===== src/rtl/fetch_pkg.sv =====
// fetch_pkg: fetch-stage state encoding and constants shared with the ID/EXE stages
package fetch_pkg;
  typedef enum logic [1:0] {F_IDLE, F_WAIT, F_DROP, F_FULL} fetch_state_t;
  localparam logic [31:0] NOP_INSTR = 32'h0000_0000;
  localparam int PC_STEP = 4;
endpackage


===== src/rtl/fetch_if.sv =====
// fetch_if: imem handshake, hazard/redirect inputs and IF/ID register outputs
interface fetch_if #(parameter int ADDR_W = 32, parameter int INSTR_W = 32) ();
  logic imem_req;
  logic [ADDR_W-1:0] imem_addr;
  logic imem_rvalid;
  logic [INSTR_W-1:0] imem_rdata;
  logic hazard_detected;
  logic branch_taken;
  logic [ADDR_W-1:0] branch_target;
  logic if_id_valid;
  logic [INSTR_W-1:0] if_id_instr;
  logic [ADDR_W-1:0] if_id_pc;
  modport master (
    output imem_req, imem_addr, if_id_valid, if_id_instr, if_id_pc,
    input imem_rvalid, imem_rdata, hazard_detected, branch_taken, branch_target
  );
  modport slave (
    input imem_req, imem_addr, if_id_valid, if_id_instr, if_id_pc,
    output imem_rvalid, imem_rdata, hazard_detected, branch_taken, branch_target
  );
endinterface


===== src/rtl/fetch_skid_buf.sv =====
// fetch_skid_buf: one-entry {instr, pc} holding slot for a response that arrives during a stall
module fetch_skid_buf
  import fetch_pkg::*;
#(
  parameter int ADDR_W = 32,
  parameter int INSTR_W = 32
) (
  input  logic clk,
  input  logic rst,
  input  logic load,
  input  logic unload,
  input  logic clear,
  input  logic [INSTR_W-1:0] in_instr,
  input  logic [ADDR_W-1:0] in_pc,
  output logic full,
  output logic [INSTR_W-1:0] instr,
  output logic [ADDR_W-1:0] pc
);
  // clear wipes the entry (redirect); unload just frees it after it moved into IF/ID
  always_ff @(posedge clk or posedge rst) begin
    if (rst) begin
      full <= 1'b0;
      instr <= INSTR_W'(NOP_INSTR);
      pc <= '0;
    end else if (clear) begin
      full <= 1'b0;
      instr <= INSTR_W'(NOP_INSTR);
      pc <= '0;
    end else if (unload) begin
      full <= 1'b0;
    end else if (load) begin
      full <= 1'b1;
      instr <= in_instr;
      pc <= in_pc;
    end
  end
endmodule


===== src/rtl/fetch_stage.sv =====
// fetch_stage: IF stage owning the PC, fetching over req/rvalid and driving the IF/ID register
module fetch_stage
  import fetch_pkg::*;
#(
  parameter int ADDR_W = 32,
  parameter int INSTR_W = 32,
  parameter logic [ADDR_W-1:0] RESET_PC = '0
) (
  input logic clk,
  input logic rst,
  fetch_if.master bus
);
  fetch_state_t state, state_n;
  logic [ADDR_W-1:0] pc, pc_n, redir, redir_n, pc_inc, ipc, ipc_n, skid_pc;
  logic [INSTR_W-1:0] ins, ins_n, skid_instr;
  logic v, v_n, accept, skid_load, skid_unload, skid_clear, skid_full;
  assign pc_inc = pc + ADDR_W'(PC_STEP);
  assign accept = !bus.hazard_detected || !v;
  assign bus.imem_req = (state == F_WAIT) || (state == F_DROP);
  assign bus.imem_addr = pc;
  assign bus.if_id_valid = v;
  assign bus.if_id_instr = ins;
  assign bus.if_id_pc = ipc;
  fetch_skid_buf #(.ADDR_W(ADDR_W), .INSTR_W(INSTR_W)) u_skid (
    .clk(clk), .rst(rst), .load(skid_load), .unload(skid_unload), .clear(skid_clear),
    .in_instr(bus.imem_rdata), .in_pc(pc_inc), .full(skid_full), .instr(skid_instr), .pc(skid_pc)
  );
  // state, PC, pending redirect and the IF/ID register
  always_ff @(posedge clk or posedge rst) begin
    if (rst) begin
      state <= F_IDLE;
      pc <= RESET_PC;
      redir <= '0;
      v <= 1'b0;
      ins <= INSTR_W'(NOP_INSTR);
      ipc <= '0;
    end else begin
      state <= state_n;
      pc <= pc_n;
      redir <= redir_n;
      v <= v_n;
      ins <= ins_n;
      ipc <= ipc_n;
    end
  end
  // redirect beats stall; an in-flight request is never abandoned, its response is dropped instead
  always_comb begin
    state_n = state;
    pc_n = pc;
    redir_n = redir;
    v_n = v;
    ins_n = ins;
    ipc_n = ipc;
    skid_load = 1'b0;
    skid_unload = 1'b0;
    skid_clear = 1'b0;
    if (bus.branch_taken) begin
      v_n = 1'b0;
      ins_n = INSTR_W'(NOP_INSTR);
      ipc_n = '0;
      skid_clear = 1'b1;
      if ((state == F_WAIT || state == F_DROP) && !bus.imem_rvalid) begin
        redir_n = bus.branch_target;
        state_n = F_DROP;
      end else begin
        pc_n = bus.branch_target;
        state_n = F_WAIT;
      end
    end else begin
      unique case (state)
        F_IDLE: state_n = F_WAIT;
        F_WAIT:
          if (bus.imem_rvalid) begin
            pc_n = pc_inc;
            if (accept) begin
              v_n = 1'b1;
              ins_n = bus.imem_rdata;
              ipc_n = pc_inc;
            end else begin
              skid_load = 1'b1;
              state_n = F_FULL;
            end
          end else if (accept) v_n = 1'b0;
        F_FULL:
          if (!bus.hazard_detected && skid_full) begin
            v_n = 1'b1;
            ins_n = skid_instr;
            ipc_n = skid_pc;
            skid_unload = 1'b1;
            state_n = F_WAIT;
          end
        F_DROP:
          if (bus.imem_rvalid) begin
            pc_n = redir;
            state_n = F_WAIT;
          end
        default: state_n = F_IDLE;
      endcase
    end
  end
endmodule


===== src/flat_wrapper.sv =====
// flat-port wrapper written by rule: the top's interface ports become plain ports
module fetch_stage_flat import fetch_pkg::*;
#(
  parameter int ADDR_W = 32,
  parameter int INSTR_W = 32,
  parameter logic [ADDR_W-1:0] RESET_PC = '0
)
  (clk, rst, bus_imem_req, bus_imem_addr, bus_if_id_valid, bus_if_id_instr, bus_if_id_pc, bus_imem_rvalid, bus_imem_rdata, bus_hazard_detected, bus_branch_taken, bus_branch_target);
  fetch_if #(.ADDR_W(ADDR_W), .INSTR_W(INSTR_W)) bus_i ();
  input logic clk;
  input logic rst;
  output wire logic [$bits(bus_i.imem_req)-1:0] bus_imem_req;
  output wire logic [$bits(bus_i.imem_addr)-1:0] bus_imem_addr;
  output wire logic [$bits(bus_i.if_id_valid)-1:0] bus_if_id_valid;
  output wire logic [$bits(bus_i.if_id_instr)-1:0] bus_if_id_instr;
  output wire logic [$bits(bus_i.if_id_pc)-1:0] bus_if_id_pc;
  input wire logic [$bits(bus_i.imem_rvalid)-1:0] bus_imem_rvalid;
  input wire logic [$bits(bus_i.imem_rdata)-1:0] bus_imem_rdata;
  input wire logic [$bits(bus_i.hazard_detected)-1:0] bus_hazard_detected;
  input wire logic [$bits(bus_i.branch_taken)-1:0] bus_branch_taken;
  input wire logic [$bits(bus_i.branch_target)-1:0] bus_branch_target;
  assign bus_imem_req = bus_i.imem_req;
  assign bus_imem_addr = bus_i.imem_addr;
  assign bus_if_id_valid = bus_i.if_id_valid;
  assign bus_if_id_instr = bus_i.if_id_instr;
  assign bus_if_id_pc = bus_i.if_id_pc;
  assign bus_i.imem_rvalid = bus_imem_rvalid;
  assign bus_i.imem_rdata = bus_imem_rdata;
  assign bus_i.hazard_detected = bus_hazard_detected;
  assign bus_i.branch_taken = bus_branch_taken;
  assign bus_i.branch_target = bus_branch_target;
  fetch_stage #(.ADDR_W(ADDR_W), .INSTR_W(INSTR_W), .RESET_PC(RESET_PC)) u_core (.clk(clk), .rst(rst), .bus(bus_i));
endmodule

===== config.mk =====
export PLATFORM = sky130hd
export DESIGN_NAME = fetch_stage_flat
export DESIGN_NICKNAME = d
export VERILOG_FILES = /design/src/rtl/fetch_pkg.sv /design/src/rtl/fetch_if.sv /design/src/rtl/fetch_skid_buf.sv /design/src/rtl/fetch_stage.sv /design/src/flat_wrapper.sv
export SDC_FILE = /design/constraint.sdc
export NUM_CORES = 1
export LEC_CHECK = 0
export CAP_MARGIN = 20
export CORE_MARGIN = 8
export CORE_UTILIZATION = 55
export DETAILED_ROUTE_END_ITERATION = 8
export GPL_TIMING_DRIVEN = 0
export PLACE_DENSITY = 0.86
export SYNTH_ARGS = -nofsm -noshare
export SYNTH_HDL_FRONTEND = slang
export SYNTH_HIERARCHICAL = 1
export SYNTH_SLANG_ARGS = --single-unit

===== constraint.sdc =====
create_clock -name clk -period 5.2 [get_ports clk]
set_clock_uncertainty 0.15 [all_clocks]
set_input_delay 1.04 -clock clk [delete_from_list [all_inputs] [get_ports clk]]
set_output_delay 1.04 -clock clk [all_outputs]
set_load 0.02 [all_outputs]

==> results.txt <==
----------------------------------------------------
[Outcome]
  Status ... completed

[Synthesis]
  Syn nets ... 1116
  Leading area contributor after synthesis ... sky130_fd_sc_hd__dfrtp_1
  Top cells by area, synth ... sky130_fd_sc_hd__dfrtp_1, sky130_fd_sc_hd__nand4bb_1, sky130_fd_sc_hd__nand2b_1, sky130_fd_sc_hd__mux2i_1, sky130_fd_sc_hd__mux2_2
  Gate count after technology mapping ... 1043
  Number of enable-type register cells in the synthesized netlist ... 0
  Number of different library cells in the post-synthesis netlist ... 63
  Register bit total from synthesis ... just under 200
  Ys async rst share ... 1.00
  Most used flip-flop cell after synthesis ... sky130_fd_sc_hd__dfrtp_1
  Proportion of synthesized chip area in sequential cells ... 0.461
  Total standard cell area after synthesis ... 10600 um^2
  Proportion of netlist area held by the largest area contributor ... 0.461
  Per-instance average area after synthesis ... 10.2 um^2
  Count of yosys warnings during synthesis ... 6

[Critical path]
  Worst flop-to-flop path startpoint ... u_core/state[1]
  Worst reg2reg endpoint ... u_core/bus.if_id_pc[31]
  Cell chain of the critical path ... clkdlybuf4s50_1 > buf_2 > buf_1 > clkbuf_1 > nor4_1 > buf_4 > clkbuf_2 > nand4bb_1 > o21ai_2
  Startpoint Class ... input port
  Kind of capture point of the worst setup path ... register
  Data required time at the worst endpoint ... 5.41 ns
  Critical setup path kind ... input port to register
  Worst stage delay on the critical path ... 0.65 ns
  Reg2reg path depth ... 9
  Register-to-register path setup slack ... 2.35 ns
  Largest fanout of any net on the critical path ... 10
  Worst-path cell with the longest stage delay ... sky130_fd_sc_hd__nor4_1
  Crit path arrival time ... about 4 ns

[Power]
  Power Dens Cells ... 541 nW/um^2
  Share of total power consumed by net switching ... 0.430
  Overall power of the completed layout ... 7.17 mW
  Static leakage power ... 5.46 nW
  Worst-case vdd ir drop ... ~0.36 mV
  Part of the power in combinational logic ... 0.484
  Flop pwr share ... 0.338
  Switching power ... 3.08 mW
  Clock group share of total power ... 0.178
  Internal cell power ... 4.08 mW

[Timing]
  Post-layout min period ... roughly 3.8 ns
  Worst Slack Setup Final ... 1.43 ns
  Hold Slack ... 0.353 ns
  Aggregate negative setup slack ... 0 ns
  Pins over their slew limit ... 0
  Tcrit/Tclk final ... 0.724
  Worst Tran Pin Value ... 0.888 ns
  Final Hold Viols ... 0
  Count of endpoints failing setup in the final report ... 0
  Setup repair after global routing missed its margin ... false
  Highest clock rate ... 266 MHz
  Relative slew margins ... 0.406

[Global routing]
  Maximum number of pins on one net before global-route repair ... 88
  Number of antenna violations at the first check in global routing ... 0
  First-pass GRT wire length ... 48700 um
  Total overflow reported by the global router ... 0
  Via count of the first global-routing pass ... 9157
  Global-route usage over all layers ... 0.253

[Hold path]
  Min-Delay Endpoint ... u_core/redir[21]
  Path category of the worst min-delay check ... register to register
  Number of instances on the worst hold path ... 1
  Origin of the worst min-delay path ... u_core/redir[21]

[Detailed routing]
  Routed length on met1 ... 12900 um
  Wire length on met2 ... between 10000 and 15000 um
  Via density per instance ... around 6
  Top routing layer used ... met4
  Total detailed-routing wirelength ... 30900 um
  Residual DRC count ... 0
  Total via count in the routed design ... 9134
  Detailed-route wire length per cell ... 20.5 um
  Antenna-violating nets left ... 0
  Met3 WL ... 2610 um
  Drt initial violations ... 807
  Drt pass-1 iters ... 5

[Clock network]
  Number of clock buffers inserted by TritonCTS ... 17
  Clk_lat worst skew ... 0.43 ns
  PostCTS Resize Cnt ... 0
  Number of clock sinks ... 196
  Clock H-tree levels ... 4
  Clk slew on worst S/H paths ... around 0.07 ns
  Clk root buf ... sky130_fd_sc_hd__clkbuf_16
  Clock tree from TritonCTS ... built
  Hold_buf cts ... 0
  Number of buffers on the longest clock path ... 2
  Setup fix buffers added after clock tree synthesis ... 0

[Cells and area]
  Number of fill cells ... 1455
  Fraction of the core area covered by cells at the end of the flow ... 0.689
  Post-route cell area ... 13200 um^2
  Commonest cells after routing, fill and taps aside ... sky130_fd_sc_hd__dfrtp_1, sky130_fd_sc_hd__clkdlybuf4s50_1, sky130_fd_sc_hd__nand2b_1
  Leading cell type in the layout, fill and taps excluded ... sky130_fd_sc_hd__dfrtp_1
  Antenna diodes ... 0
  Number of nets in the finished design ... about 1300
  P&R area growth vs syn ... 24.4%
  Fraction of layout instances using a drive strength above 1 ... 0.132
  Non-Filler Instances ... 1507

[Place]
  HPWL after detailed placement ... roughly 22000 um
  Routability congestion estimate from global placement ... 0.917
  Number of instances in the placed design ... 1475
  Post-placement worst setup slack ... 1.16 ns
  Total of buffers placed on input and output ports ... 166
  Area after detailed placement ... 12700 um^2

[Die]
  Number of rows created at floorplan ... 51
  Die Height ... 155 um
  Floorplan die width ... 155 um
  Boundary pin count ... 167
  Core region area ... 19200 um^2
  Overall die area ... 24100 um^2
  Initial Util ... 0.554

[Flow run]
  Max-capacitance violation count ... 0

----------------------------------------------------
[kinds of logic after synthesis]
family / Yosys count / share of synthesized area
AOI/OAI and AO/OA: 271 / 0.170
xor gates and xnor gates: 26 / 0.0221
adders and majority gates: 4 / 0.00470
buffers and inverters: 126 / 0.0615
DFF: 196 / 0.461
muxes: 71 / 0.0703
and+or+nand+nor: 349 / 0.211
[final cells by class]
class | instances | area, um^2 | share of cell area
multi-input cells | 721 | 5090 | 0.384
flip-flops and latches | 196 | 4900 | 0.370
repair buffers | 167 | 1690 | 0.128
plain buffers | 95 | 538 | 0.0406
clock buffers | 17 | 425 | 0.0321
well taps | 265 | 332 | 0.0250
clock inverters | 15 | 140 | 0.0106
inverters | 31 | 124 | 0.00935
[power groups by stage]
| stage | logic [mW] | clock network, mW | registers [mW] |
|---|---|---|---|
| 6_report | 3.47 | 1.28 | 2.42 |
| 3_3_place_gp | 3.36 | 0 | 2.42 |
| 5_1_grt | 3.71 | 1.36 | 2.49 |
| 4_1_cts | 3.45 | 1.30 | 2.42 |
| 3_5_place_dp | 3.42 | 0 | 2.44 |
| 2_1_floorplan | 1.67 | 0 | 2.76 |
[worst max path at each step]
stage	from	endpoint	cells after the start
CTS	bus_branch_taken	u_core/u_skid/instr[3]	9
detailed placement	bus_branch_taken	u_core/u_skid/instr[3]	9
global placement	rst	u_core/redir[7]	2
floorplan	rst	u_core/bus.if_id_instr[0]	1
global route	bus_branch_taken	u_core/u_skid/pc[13]	9
finish	bus_branch_taken	u_core/u_skid/instr[3]	9
[critical path: cells and delay by family]
family	cells	cell delay (ns)
simple gates	2	0.80
buf+inv	6	2.03
compound gates	1	0.09
[synth_stat cells (all sizes together) (4+ instances only)]
library cell  count
ha                4
a21oi            50
or2               4
o221ai           16
buf              55
o21ai           104
mux2i            41
xnor2            13
and3             18
a21o              6
nand2b           79
o2bb2ai           5
nor4              7
mux2             30
nand4bb          64
a211oi           40
xor2             13
a221oi            5
o211ai           13
inv              31
nor2             64
clkbuf           40
a22o              5
nand4             9
nor3             10
dfrtp           196
nand2            53
nand3            29
o31ai             7
[sequential cells by signal (all words and copies together) (netlist names)]
| signal | count |
|---|---|
| u_core/bus.if_id_instr | 32 |
| u_core/bus.if_id_pc | 32 |
| u_core/bus.if_id_valid | 1 |
| u_core/bus.imem_addr | 32 |
| u_core/redir | 32 |
| u_core/state | 2 |
| u_core/u_skid/full | 1 |
| u_core/u_skid/instr | 32 |
| u_core/u_skid/pc | 32 |
[layer usage]
layer,vias up,GRT usage
met1,4480,0.331
met4,0,0.0919
met5,-,0
met3,64,0.0591
li1,4143,-
met2,447,0.405
(Power assumes the default switching activity.)
